===== src/rtl/sillyfunction_pkg.sv =====
// Shared definitions for the sillyfunction LUT evaluator.
//   state_e   : sweep controller states
//   SILLY_TT  : truth table of y = ~b & ~c | a & ~b (minterms 0, 4, 5; a is MSB)
//   tt_width  : number of truth-table entries for n inputs
package sillyfunction_pkg;

  typedef enum logic {
    IDLE  = 1'b0,
    SWEEP = 1'b1
  } state_e;

  localparam logic [7:0] SILLY_TT = 8'b0011_0001;

  function automatic int tt_width(input int n);
    return 1 << n;
  endfunction

endpackage


===== src/rtl/lut_cfg_shift.sv =====
// Serial truth-table loader.
// Bits arrive MSB (entry TT_W-1) first and shift into a shadow register. The
// TT_W-th bit raises commit_o combinationally, with commit_tt_o carrying the
// complete new table (including that bit), so the owner can copy it on the same
// edge. cfg_done_o is the registered commit, one cycle later.
//   clk, rst_n   : clock, async active-low reset
//   cfg_valid_i  : one table bit this cycle
//   cfg_bit_i    : the table bit
//   commit_o     : new table completes on this edge
//   commit_tt_o  : full table to commit
//   cfg_done_o   : one-cycle pulse after the commit edge
module lut_cfg_shift #(
  parameter int N_IN = 3,
  parameter int TT_W = 8
) (
  input  logic            clk,
  input  logic            rst_n,
  input  logic            cfg_valid_i,
  input  logic            cfg_bit_i,
  output logic            commit_o,
  output logic [TT_W-1:0] commit_tt_o,
  output logic            cfg_done_o
);

  logic [TT_W-1:0] shadow_q, shadow_d;
  logic [N_IN-1:0] cnt_q, cnt_d;
  logic            done_q;

  always_comb begin
    // NOTE: every always_comb output gets a default first so no path leaves it unassigned (no latch).
    shadow_d = shadow_q;
    cnt_d    = cnt_q;
    if (cfg_valid_i) begin
      shadow_d = {shadow_q[TT_W-2:0], cfg_bit_i};
      // TT_W is exactly 2^N_IN, so the counter wraps to 0 on the commit bit by itself.
      cnt_d    = cnt_q + N_IN'(1);
    end
  end

  assign commit_o    = cfg_valid_i && (cnt_q == N_IN'(TT_W - 1));
  assign commit_tt_o = shadow_d;
  assign cfg_done_o  = done_q;

  always_ff @(posedge clk or negedge rst_n) begin
    if (!rst_n) begin
      shadow_q <= '0;
      cnt_q    <= '0;
      done_q   <= 1'b0;
    end else begin
      // NOTE: sequential state uses non-blocking assignments so all flops update from pre-edge values.
      shadow_q <= shadow_d;
      cnt_q    <= cnt_d;
      done_q   <= commit_o;
    end
  end

endmodule


===== src/rtl/sillyfunction_lut.sv =====
// Registered N_IN-input programmable truth-table evaluator.
// Streams in_vec -> (out_y, out_vec) with one cycle of latency under valid/ready
// flow control, or sweeps every input vector in ascending order on sweep_start
// and reports how many of them produced y=1.
//   clk, rst_n                     : clock, async active-low reset
//   cfg_valid, cfg_bit, cfg_done   : serial table load (MSB first), commit pulse
//   in_valid, in_vec, in_ready     : input vector stream
//   sweep_start, sweep_busy        : exhaustive sweep control/status
//   out_valid, out_ready           : output handshake
//   out_y, out_vec, out_last       : result, producing vector, last-of-sweep flag
//   sweep_ones                     : 1-count of the last completed sweep
module sillyfunction_lut
  import sillyfunction_pkg::*;
#(
  parameter int                          N_IN       = 3,
  parameter logic [tt_width(N_IN)-1:0]   DEFAULT_TT = SILLY_TT
) (
  input  logic            clk,
  input  logic            rst_n,
  input  logic            cfg_valid,
  input  logic            cfg_bit,
  output logic            cfg_done,
  input  logic            in_valid,
  input  logic [N_IN-1:0] in_vec,
  output logic            in_ready,
  input  logic            sweep_start,
  output logic            sweep_busy,
  output logic            out_valid,
  input  logic            out_ready,
  output logic            out_y,
  output logic [N_IN-1:0] out_vec,
  output logic            out_last,
  output logic [N_IN:0]   sweep_ones
);

  localparam int            TT_W     = tt_width(N_IN);
  localparam logic [N_IN:0] LAST_CNT = (N_IN + 1)'(TT_W - 1);

  state_e            state_q;
  logic [N_IN:0]     cnt_q;
  logic [N_IN:0]     ones_acc_q;
  logic [N_IN:0]     sweep_ones_q;
  logic [TT_W-1:0]   table_q;
  logic              out_valid_q;
  logic              out_y_q;
  logic [N_IN-1:0]   out_vec_q;
  logic              out_last_q;

  logic              cfg_commit;
  logic [TT_W-1:0]   cfg_tt;

  logic              advance;
  logic              cap_stream;
  logic              cap_sweep;
  logic              capture;
  logic [N_IN-1:0]   cap_vec;
  logic              cap_y;
  logic              cap_last;
  logic [N_IN:0]     cap_inc;

  lut_cfg_shift #(
    .N_IN (N_IN),
    .TT_W (TT_W)
  ) u_cfg (
    .clk         (clk),
    .rst_n       (rst_n),
    .cfg_valid_i (cfg_valid),
    .cfg_bit_i   (cfg_bit),
    .commit_o    (cfg_commit),
    .commit_tt_o (cfg_tt),
    .cfg_done_o  (cfg_done)
  );

  // The output register may load whenever it is empty or being drained.
  assign advance    = !out_valid_q || out_ready;
  // sweep_start wins over a same-cycle stream vector, which stays unconsumed.
  assign in_ready   = (state_q == IDLE) && !sweep_start && advance;
  assign cap_stream = in_valid && in_ready;
  assign cap_sweep  = (state_q == SWEEP) && advance;
  assign capture    = cap_stream || cap_sweep;

  always_comb begin
    cap_vec = in_vec;
    if (state_q == SWEEP) cap_vec = cnt_q[N_IN-1:0];
  end

  // Captures read the pre-commit table, so a vector taken on the commit edge
  // still sees the old function.
  assign cap_y    = table_q[cap_vec];
  assign cap_last = cap_sweep && (cnt_q == LAST_CNT);
  assign cap_inc  = (N_IN + 1)'(cap_y);

  always_ff @(posedge clk or negedge rst_n) begin
    if (!rst_n) begin
      state_q      <= IDLE;
      cnt_q        <= '0;
      ones_acc_q   <= '0;
      sweep_ones_q <= '0;
      // NOTE: the truth table is a plain register bank, not a RAM, so it takes a reset value.
      table_q      <= DEFAULT_TT;
      out_valid_q  <= 1'b0;
      out_y_q      <= 1'b0;
      out_vec_q    <= '0;
      out_last_q   <= 1'b0;
    end else begin
      if (cfg_commit) table_q <= cfg_tt;

      // Without a capture the result fields hold; only out_valid clears on acceptance.
      if (capture) begin
        out_valid_q <= 1'b1;
        out_y_q     <= cap_y;
        out_vec_q   <= cap_vec;
        out_last_q  <= cap_last;
      end else if (out_ready) begin
        out_valid_q <= 1'b0;
      end

      case (state_q)
        IDLE: begin
          if (sweep_start) begin
            state_q    <= SWEEP;
            cnt_q      <= '0;
            ones_acc_q <= '0;
          end
        end
        SWEEP: begin
          if (advance) begin
            cnt_q      <= cnt_q + (N_IN + 1)'(1);
            ones_acc_q <= ones_acc_q + cap_inc;
            if (cap_last) begin
              state_q      <= IDLE;
              sweep_ones_q <= ones_acc_q + cap_inc;
            end
          end
        end
        default: state_q <= IDLE;
      endcase
    end
  end

  assign sweep_busy = (state_q == SWEEP);
  assign out_valid  = out_valid_q;
  assign out_y      = out_y_q;
  assign out_vec    = out_vec_q;
  assign out_last   = out_last_q;
  assign sweep_ones = sweep_ones_q;

endmodule


===== config.mk =====
export PLATFORM = sky130hd
export DESIGN_NAME = sillyfunction_lut
export DESIGN_NICKNAME = d
export VERILOG_FILES = /design/src/rtl/sillyfunction_pkg.sv /design/src/rtl/lut_cfg_shift.sv /design/src/rtl/sillyfunction_lut.sv
export SDC_FILE = /design/constraint.sdc
export NUM_CORES = 1
export LEC_CHECK = 0
export CAP_MARGIN = 10
export CORE_UTILIZATION = 35
export DETAILED_ROUTE_END_ITERATION = 7
export PLACE_DENSITY = 0.61
export SETUP_SLACK_MARGIN = 0.15
export SLEW_MARGIN = 20
export SYNTH_ARGS = -nofsm -noshare
export SYNTH_HDL_FRONTEND = slang
export SYNTH_SLANG_ARGS = --single-unit

===== constraint.sdc =====
create_clock -name clk -period 1.97 [get_ports clk]
set_input_delay 0.197 -clock clk [delete_from_list [all_inputs] [get_ports clk]]
set_output_delay 0.197 -clock clk [all_outputs]
set_load 0.005 [all_outputs]

==> run_results.csv, run 1 <==
group,metric,value,unit
power_and_ir_drop,clockPowerShare,13.7,%
status,status,"finished, violations left",
yosys,netlist_instances,165,
critical_path,cp_max_fo,5,
clock_tree,htreeDepth,2,
power_and_ir_drop,power.total,3.68,mW
detailed_routing,vias,1344,
clock_tree,clock_sinks,38,
timing,fin_skew,0.00303,ns
grt,grt.total_usage,15.6,%
detailed_routing,wl_per_cell,13.8,um
placement,dp_hpwl,2640,um
grt,grt_pass1_vias,1454,
timing,holdWs,0.360,ns
clock_tree,cts_root_buf,"clkbuf_8",
clock_tree,cts_tree,"yes",
detailed_routing,drt_pass1_iterations,4,
placement,numPortBuffers,22,
detailed_routing,via_per_inst,4.96,
yosys,synthSimpleGateAreaFrac,14.0,%
placement,globalplace.congestion,0.846,
detailed_routing,ant_nets,0,
clock_tree,clk_pin_slew,0.07,ns
yosys,synthMuxAreaShare,12.9,%
power_and_ir_drop,switching_share,35.4,%
die,die_area,5460,um2
timing,layout_setup_ws,-0.0974,ns
yosys,yosys.area_share.adder,3.46,%
yosys,syn_area,1810,um2
yosys,seq_area_frac_synth,52.8,%
timing,fin_crit_sh,105,%
die,num_rows,25,
grt,grt_max_degree,39,
detailed_routing,totalWireLength,3740,um
finish,synthToLayoutAreaGrowth,32.7,%
timing,max_clock_freq,484,MHz
grt,grt_overflow,0,
finish,finalNetCount,218,
finish,fill_cells,461,
power_and_ir_drop,peakVddDrop,0.000567,V
min_path,hold_class,"primary input to async pin",
status,failed_checks,"negative setup slack",
clock_tree,clk_latency,0.28,ns
run,cap_violations,0,
yosys,synthXorXnorAreaFrac,3.88,%
power_and_ir_drop,power_density,1530,nW/um2
finish,drive_gt1_share,30.9,%
yosys,synthArstFlopShare,100,%
die,die_x,73.9,um
critical_path,cp-end-kind,"register",
critical_path,start_kind,"register",
critical_path,crit_required,2.15,ns
clock_tree,cts_setup_buffers,0,
placement,dp_cells,262,
power_and_ir_drop,p_switching,1.30,mW
die,ios,23,
die,initial_core_util,37.3,%
yosys,synth.distinct_cells,34,
timing,drv_slew,0,
power_and_ir_drop,power.internal,2.38,mW
detailed_routing,drc_errors,0,
finish,n_antenna_cell,0,
critical_path,worstPathArrival,2.24,ns
yosys,synth_top_family_by_area,"simple AND/OR/NAND/NOR gates",
die,chipHeight,73.9,um
yosys,syn_avg_cell_area,11.0,um2
clock_tree,cts_buffers,5,
clock_tree,cts_buffer_depth,2,
yosys,synth_fp_nets,180,
yosys,ys_ff_latch,38,
timing,slew-limit-headroom,56.3,%
timing,setup_viol,6,
detailed_routing,first_iter_violations,31,
power_and_ir_drop,seqPwrFrac,38.9,%
yosys,yosys_warnings,0,
timing,grt_setup_unrepaired,"true",
power_and_ir_drop,pwr-share-comb,47.4,%
die,core,4850,um2
power_and_ir_drop,p_leak,1.05,nW
grt,antenna_found_initial,0,
finish,stdcell_count,271,
yosys,synth_compound_area_share,9.76,%
grt,grt_first_pass_wirelength,6310,um
finish,fin_util,49.5,%
yosys,synth_edf_count,0,
timing,report.final.hold_viol_count,0,
critical_path,worstSetupPathType,"register to register",
yosys,synthFlopType,"dfrtp_1",
timing,tightest_slew,0.651,ns
timing,min_period,2.07,ns
-- flip-flops by register name (all words and copies together), names as in the netlist --
name and cells:
out_vec 3, u_cfg.cnt_q 3, out_valid 1, out_last 1, u_cfg.cfg_done_o 1, sweep_ones 4
u_cfg.shadow_q 7, cnt_q 4, ones_acc_q 4, table_q 8, out_y 1, sweep_busy 1
-- power groups by stage --
stage / sequential (mW) / clock, mW / combinational (mW)
floorplan: 1.34 / 0 / 0.998
global placement: 1.39 / 0 / 1.49
detailed placement: 1.41 / 0 / 1.54
CTS: 1.41 / 0.532 / 1.65
global route: 1.47 / 0.566 / 1.94
finish: 1.43 / 0.503 / 1.74
-- critical path, cell delays in order (launching register included) --
cell,delay [ns]
dfrtp_2,0.47
nand2b_4,0.17
o22ai_4,0.17
o21ai_2,0.09
a211oi_2,0.33
nor2_4,0.07
ha_4,0.18
ha_4,0.21
mux2_4,0.26
-- final cells by class --
| cell class | instances | area, um2 | share of cell area [%] |
|---|---|---|---|
| multi-input combinational | 117 | 915 | 38.1 |
| timing repair buffer | 38 | 350 | 14.6 |
| tap | 67 | 83.8 | 3.50 |
| clock inverter | 2 | 10.0 | 0.417 |
| inverter | 3 | 11.3 | 0.469 |
| sequential | 38 | 956 | 39.9 |
| clock buffer | 6 | 72.6 | 3.03 |
-- cells in the mapped netlist, types with 4 or more instances --
cell       n  area, um2
dfrtp_1   35        876
nand2_1   30        113
mux2_2    16        180
o21ai_0   15       75.1
nand2b_1   8       50.1
a21oi_1    5       25.0
ha_1       5       62.6
xnor2_1    5       43.8
buf_2      4       20.0
nor2_1     4       15.0
nor2b_1    4       25.0
-- final timing paths --
check,from,slack (ns),cells after the start,end
max in group asynchronous,rst_n,1.25,2,table_q[5]
worst max register to register,sweep_busy,-0.1,8,sweep_ones[1]
worst min register to register,sweep_ones[2],0.49,2,sweep_ones[2]
min in group clk,sweep_ones[2],0.49,2,sweep_ones[2]
worst max-delay path,sweep_busy,-0.1,8,sweep_ones[1]
worst min-delay path,rst_n,0.36,2,sweep_ones[1]
-- cells in the final DEF (no fill, tap or decap), types with 2 or more instances in the layout --
| master | n |
|---|---|
| ha_4 | 2 |
| mux2_4 | 2 |
| clkinv_2 | 2 |
| dfstp_2 | 3 |
| o21ai_0 | 9 |
| nor2_1 | 2 |
| clkbuf_8 | 5 |
| a22o_1 | 2 |
| mux2_2 | 16 |
| a211oi_2 | 2 |
| nand2b_1 | 7 |
| a21oi_1 | 3 |
| xnor2_1 | 5 |
| o21ai_1 | 6 |
| buf_4 | 12 |
| dfrtp_1 | 34 |
| clkdlybuf4s50_1 | 20 |
| ha_1 | 3 |
| nor2_4 | 2 |
| xor2_1 | 2 |
| nand2_1 | 27 |
| nand2_2 | 4 |
| buf_6 | 3 |
| nor2b_1 | 4 |
| a21oi_2 | 2 |
| inv_1 | 3 |
-- per-stage QoR --
stage / cell area, um2 / TNS (ns) / setup WS [ns]
6_report: 2400 / -0.344 / -0.0974
3_5_place_dp: 2210 / -2.02 / -0.331
4_1_cts: 2340 / -0.117 / -0.0542
3_3_place_gp: 2210 / -1.50 / -0.255
5_1_grt: 2400 / -0.972 / -0.182
2_1_floorplan: 1850 / 0 / 0.0226
-- layer usage --
metal / share of wire, % / wire [um] / vias to the layer above / global-route usage, %
met5: 0 / 0 / - / 0
met4: 2.1 / 77 / 0 / 7.05
met3: 3.3 / 123 / 12 / 4.53
met2: 54 / 2040 / 25 / 28.6
met1: 40 / 1500 / 669 / 16.4
li1: - / - / 638 / -
-- what timing repair did --
| item | 4_1_cts | 5_1_grt |
|---|---|---|
| gates resized for setup | 14 | 13 |
| endpoints found under the setup margin | 10 | 10 |
| hold buffers | 0 | 0 |
| pin swaps | 2 | 12 |
| gates cloned | 1 | 0 |
-- cells by family after synthesis --
logic type                 count (synthesis)
xor gates and xnor gates                   8
adders and majority gates                  5
buffers and inverters                     10
and+or+nand+nor                           54
AOI/OAI and AO/OA                         30
muxes                                     20
DFF                                       38
Note: power is estimated with default switching activity, not from simulation.
==> run 2, diff against run 1 <==
- CORE_ASPECT_RATIO: unset -> 1.4
==> run_results.csv, run 2 (synthesis gave the netlist of run 1 again) <==
group,metric,value,unit
detailed_routing,wl_per_cell,13.5,um
timing,setup_viol,6,
finish,finalNetCount,218,
die,ios,23,
timing,tightest_slew,0.615,ns
grt,antenna_found_initial,0,
critical_path,start_kind,"register",
clock_tree,cts_buffer_depth,2,
placement,numPortBuffers,22,
finish,reg_top3,"table_q: 8 flops, u_cfg.shadow_q: 7 flops",
detailed_routing,via_per_inst,4.87,
clock_tree,clock_sinks,38,
min_path,hold_class,"primary input to async pin",
placement,postPlaceCellArea,2210,um2
finish,layout.cells.most_common,"dfrtp_1",
placement,globalplace.congestion,0.744,
power_and_ir_drop,peakVddDrop,0.000626,V
die,num_rows,30,
status,status,"finished, violations left",
clock_tree,clk_pin_slew,0.07,ns
clock_tree,cts_root_buf,"clkbuf_8",
detailed_routing,vias,1305,
clock_tree,clk_latency,0.29,ns
power_and_ir_drop,power_density,1590,nW/um2
power_and_ir_drop,p_leak,1.06,nW
grt,grt_max_degree,39,
timing,grt_setup_unrepaired,"true",
grt,grt_pass1_vias,1374,
finish,fill_cells,461,
finish,layout_common_cells,"dfrtp_1, nand2_1, clkdlybuf4s50_1",
finish,drive_gt1_share,31.4,%
timing,max_clock_freq,487,MHz
die,core,4920,um2
timing,report.final.hold_viol_count,0,
timing,slew-limit-headroom,58.7,%
finish,regMostFlops,"table_q",
placement,dp_hpwl,2700,um
critical_path,worstSetupPathType,"register to register",
critical_path,cp_max_fo,6,
detailed_routing,totalWireLength,3620,um
timing,layout_setup_ws,-0.0817,ns
run,cap_violations,0,
critical_path,cp-end-kind,"register",
detailed_routing,first_iter_violations,38,
grt,grt.total_usage,14.8,%
grt,grt_first_pass_wirelength,6180,um
clock_tree,cts_hold_buffers,0,
power_and_ir_drop,power.total,3.85,mW
finish,largest_reg_flops,8,
placement,dp_slack,-0.277,ns
grt,grt_overflow,0,
timing,fin_skew,0.00700,ns
finish,n_antenna_cell,0,
status,failed_checks,"negative setup slack",
die,die_x,62.7,um
clock_tree,htreeDepth,2,
die,chipHeight,87.0,um
timing,fin_crit_sh,104,%
detailed_routing,drt_pass1_iterations,4,
timing,timing.setup.tns,-0.262,ns
finish,final_cell_area,2420,um2
detailed_routing,ant_nets,0,
clock_tree,cts_buffers,5,
critical_path,worstPathArrival,2.23,ns
timing,min_period,2.05,ns
die,die_area,5460,um2
clock_tree,cts_tree,"yes",
timing,drv_slew,0,
detailed_routing,drc_errors,0,
critical_path,crit_required,2.15,ns
finish,synthToLayoutAreaGrowth,33.8,%
die,initial_core_util,36.8,%
==> run 2: through the flow <==
stage / utilization [%] / std cells / hold WS [ns]
final: 49.2 / 268 / 0.327
after detailed placement: 44.9 / 259 / 0.467
after CTS: 47.9 / 268 / 0.343
after floorplan: - / 165 / -0.0986
after global placement: 44.9 / 259 / 0.461
after global routing: 49.2 / 268 / 0.364
==> run 2: repair_timing <==
item / CTS / global route
gates resized for setup: 6 / 21
buffers inserted: 1 / 0
pin swaps: 3 / 5
setup endpoints to repair: 9 / 9
==> run 2: cell type report <==
class | count | area (um2) | share of cell area [%]
clock inverter | 1 | 30.0 | 1.24
clock buffer | 7 | 86.3 | 3.57
timing repair buffer | 38 | 358 | 14.8
inverter | 3 | 11.3 | 0.465
tap | 64 | 80.1 | 3.31
multi-input combinational | 117 | 897 | 37.1
sequential | 38 | 957 | 39.6
==> run 2: worst paths after layout <==
check | start | end | slack (ns) | cells after the start
min reg2reg | out_last | out_last | 0.48 | 2
max in group asynchronous | rst_n | table_q[4] | 1.28 | 2
max | sweep_busy | sweep_ones[1] | -0.08 | 8
max reg2reg | sweep_busy | sweep_ones[1] | -0.08 | 8
min in group clk | out_last | out_last | 0.48 | 2
min | rst_n | sweep_ones[2] | 0.33 | 2
==> run 2: worst max-delay path, stage by stage (launching register included) <==
cell and delay [ns]:
dfrtp_2 0.49, nand2b_4 0.18, o22ai_4 0.17, o21ai_2 0.08, a211oi_2 0.30, nor2_4 0.08
ha_4 0.18, ha_4 0.21, mux2_4 0.26
==> run 2: power breakdown <==
group	switching, mW	internal [mW]
clock network	0.262	0.412
registers	0.277	1.14
logic	0.743	1.02
==> run 2: metal layers <==
metal,up-vias,track usage (%),wire length [um]
met1,637,15.3,1460
li1,635,-,-
met5,-,0,0
met2,25,27.8,1950
met4,0,6.98,84
met3,8,3.53,133
==> run 3, diff against run 2 <==
- CORE_ASPECT_RATIO: 1.4 -> 0.7
- HOLD_SLACK_MARGIN: unset -> 0.02
==> run_results.csv, run 3 (synthesis gave the netlist of run 1 again) <==
group,metric,value,unit
placement,dp_hpwl,2590,um
grt,grt_first_pass_wirelength,6040,um
detailed_routing,ant_nets,0,
timing,drv_slew,0,
timing,setup_viol,3,
die,initial_core_util,37.2,%
timing,tightest_slew,0.668,ns
timing,fin_skew,0.00854,ns
power_and_ir_drop,p_leak,1.06,nW
clock_tree,cts_hold_buffers,0,
timing,slew-limit-headroom,55.2,%
detailed_routing,totalWireLength,3630,um
grt,grt_overflow,0,
timing,fin_crit_sh,102,%
finish,layout_common_cells,"dfrtp_1, nand2_1, clkdlybuf4s50_1",
critical_path,slowest_stage,"dfrtp_2",
finish,drive_gt1_share,30.5,%
die,chipHeight,62.1,um
finish,layout.cells.most_common,"dfrtp_1",
grt,grt_max_degree,39,
detailed_routing,drt_pass1_iterations,4,
timing,max_clock_freq,499,MHz
critical_path,worstPathArrival,2.17,ns
timing,grt_setup_unrepaired,"true",
critical_path,cp_slowest_stage_delay,0.43,ns
clock_tree,htreeDepth,2,
detailed_routing,drc_errors,0,
critical_path,path_cells,"mux2i_4 -> a21oi_1 -> o211a_1 -> nor2_1 -> ha_2 -> ha_4 -> mux2_4",
timing,holdWs,0.337,ns
finish,synthToLayoutAreaGrowth,32.1,%
critical_path,cp-end-kind,"register",
status,status,"finished, violations left",
clock_tree,cts_buffers,5,
detailed_routing,wl_per_cell,13.3,um
placement,numPortBuffers,22,
clock_tree,clk_pin_slew,0.08,ns
critical_path,crit_required,2.14,ns
finish,finalNetCount,217,
critical_path,start_kind,"register",
clock_tree,cts_buffer_depth,2,
finish,largest_reg_flops,8,
die,num_rows,21,
placement,postPlaceCellArea,2190,um2
clock_tree,cts_tree,"yes",
finish,fill_cells,440,
clock_tree,cts_root_buf,"clkbuf_8",
detailed_routing,first_iter_violations,52,
critical_path,path_buf_inv,0,
timing,layout_setup_ws,-0.0321,ns
placement,globalplace.congestion,0.857,
clock_tree,clock_sinks,38,
finish,regMostFlops,"table_q",
grt,grt.total_usage,14.6,%
finish,reg_top3,"table_q: 8 flops, u_cfg.shadow_q: 7 flops",
critical_path,crit_family,"multiplexers",
die,ios,23,
timing,report.final.hold_viol_count,0,
critical_path,cp_max_fo,5,
clock_tree,clk_latency,0.29,ns
power_and_ir_drop,peakVddDrop,0.000411,V
die,die_x,87.9,um
detailed_routing,vias,1305,
min_path,hold_class,"primary input to async pin",
finish,n_antenna_cell,0,
timing,min_period,2.00,ns
power_and_ir_drop,power_density,1530,nW/um2
die,die_area,5460,um2
grt,antenna_found_initial,0,
run,cap_violations,0,
critical_path,worstSetupPathType,"register to register",
die,core,4860,um2
grt,grt_pass1_vias,1238,
detailed_routing,via_per_inst,4.80,
finish,final_cell_area,2390,um2
status,failed_checks,"negative setup slack",
==> run 3: changes by cell type in the layout (fill, tap and decap cells not counted), moves of 2 or more <==
cell / before / now
nor2_1: 1 / 4
clkdlybuf4s50_1: 21 / 19
dlygate4sd2_1: 0 / 2
nand2_2: 4 / 2
nor2_2: 2 / 0
o21ai_0: 8 / 10
==> run 3: routing by layer <==
| metal | part of all wire, % | track usage [%] |
|---|---|---|
| met1 | 52 | 22.0 |
| met2 | 44 | 19.8 |
| met3 | 3.1 | 3.19 |
| met4 | 1.4 | 6.15 |
| met5 | 0 | 0 |
==> run 3: final timing paths <==
| kind | from | endpoint | slack, ns | cells past startpoint |
|---|---|---|---|---|
| setup / recovery | sweep_busy | sweep_ones[1] | -0.03 | 7 |
| hold / removal | rst_n | out_y | 0.34 | 2 |
| setup reg to reg | sweep_busy | sweep_ones[1] | -0.03 | 7 |
| hold reg to reg | out_vec[0] | out_vec[0] | 0.48 | 2 |
| max in group asynchronous | rst_n | cnt_q[0] | 1.27 | 2 |
| min in group clk | out_vec[0] | out_vec[0] | 0.48 | 2 |
==> run 3: report_power, final <==
| part | switching (mW) | total (mW) | leakage (nW) | internal [mW] |
|---|---|---|---|---|
| registers | 0.284 | 1.42 | 0.456 | 1.14 |
| logic | 0.701 | 1.68 | 0.554 | 0.976 |
| clock network | 0.263 | 0.545 | 0.0482 | 0.282 |
==> run 3: worst register-to-register path, cell delays in order, from the launching register on <==
cell and delay, ns:
dfrtp_2 0.43, mux2i_4 0.32, a21oi_1 0.11, o211a_1 0.23, nor2_1 0.10, ha_2 0.22, ha_4 0.20, mux2_4 0.26
==> run 3: what timing repair did <==
item / CTS / global route
pin swaps: 1 / 2
buffers inserted: 1 / 2
endpoints found under the setup margin: 9 / 11
resized for setup: 10 / 14
==> run 3: cell type report <==
type	instances	area (um2)	area share [%]
clock buffers	7	86.3	3.61
inverters	3	11.3	0.471
multi-input cells	117	902	37.8
well taps	69	86.3	3.61
flip-flops and latches	38	957	40.1
clock inverters	1	5.00	0.210
repair buffers	37	340	14.2
==> run 3: through the flow <==
stage / power (mW) / util (%) / cells / worst slack, ns / setup TNS, ns
2_1_floorplan: 2.34 / - / 165 / 0.0226 / 0
3_3_place_gp: 2.83 / 45.1 / 261 / -0.217 / -1.32
3_5_place_dp: 2.91 / 45.1 / 261 / -0.305 / -1.88
4_1_cts: 3.52 / 47.6 / 270 / -0.0164 / -0.0226
5_1_grt: 3.94 / 49.1 / 272 / -0.143 / -0.677
6_report: 3.64 / 49.1 / 272 / -0.0321 / -0.0658
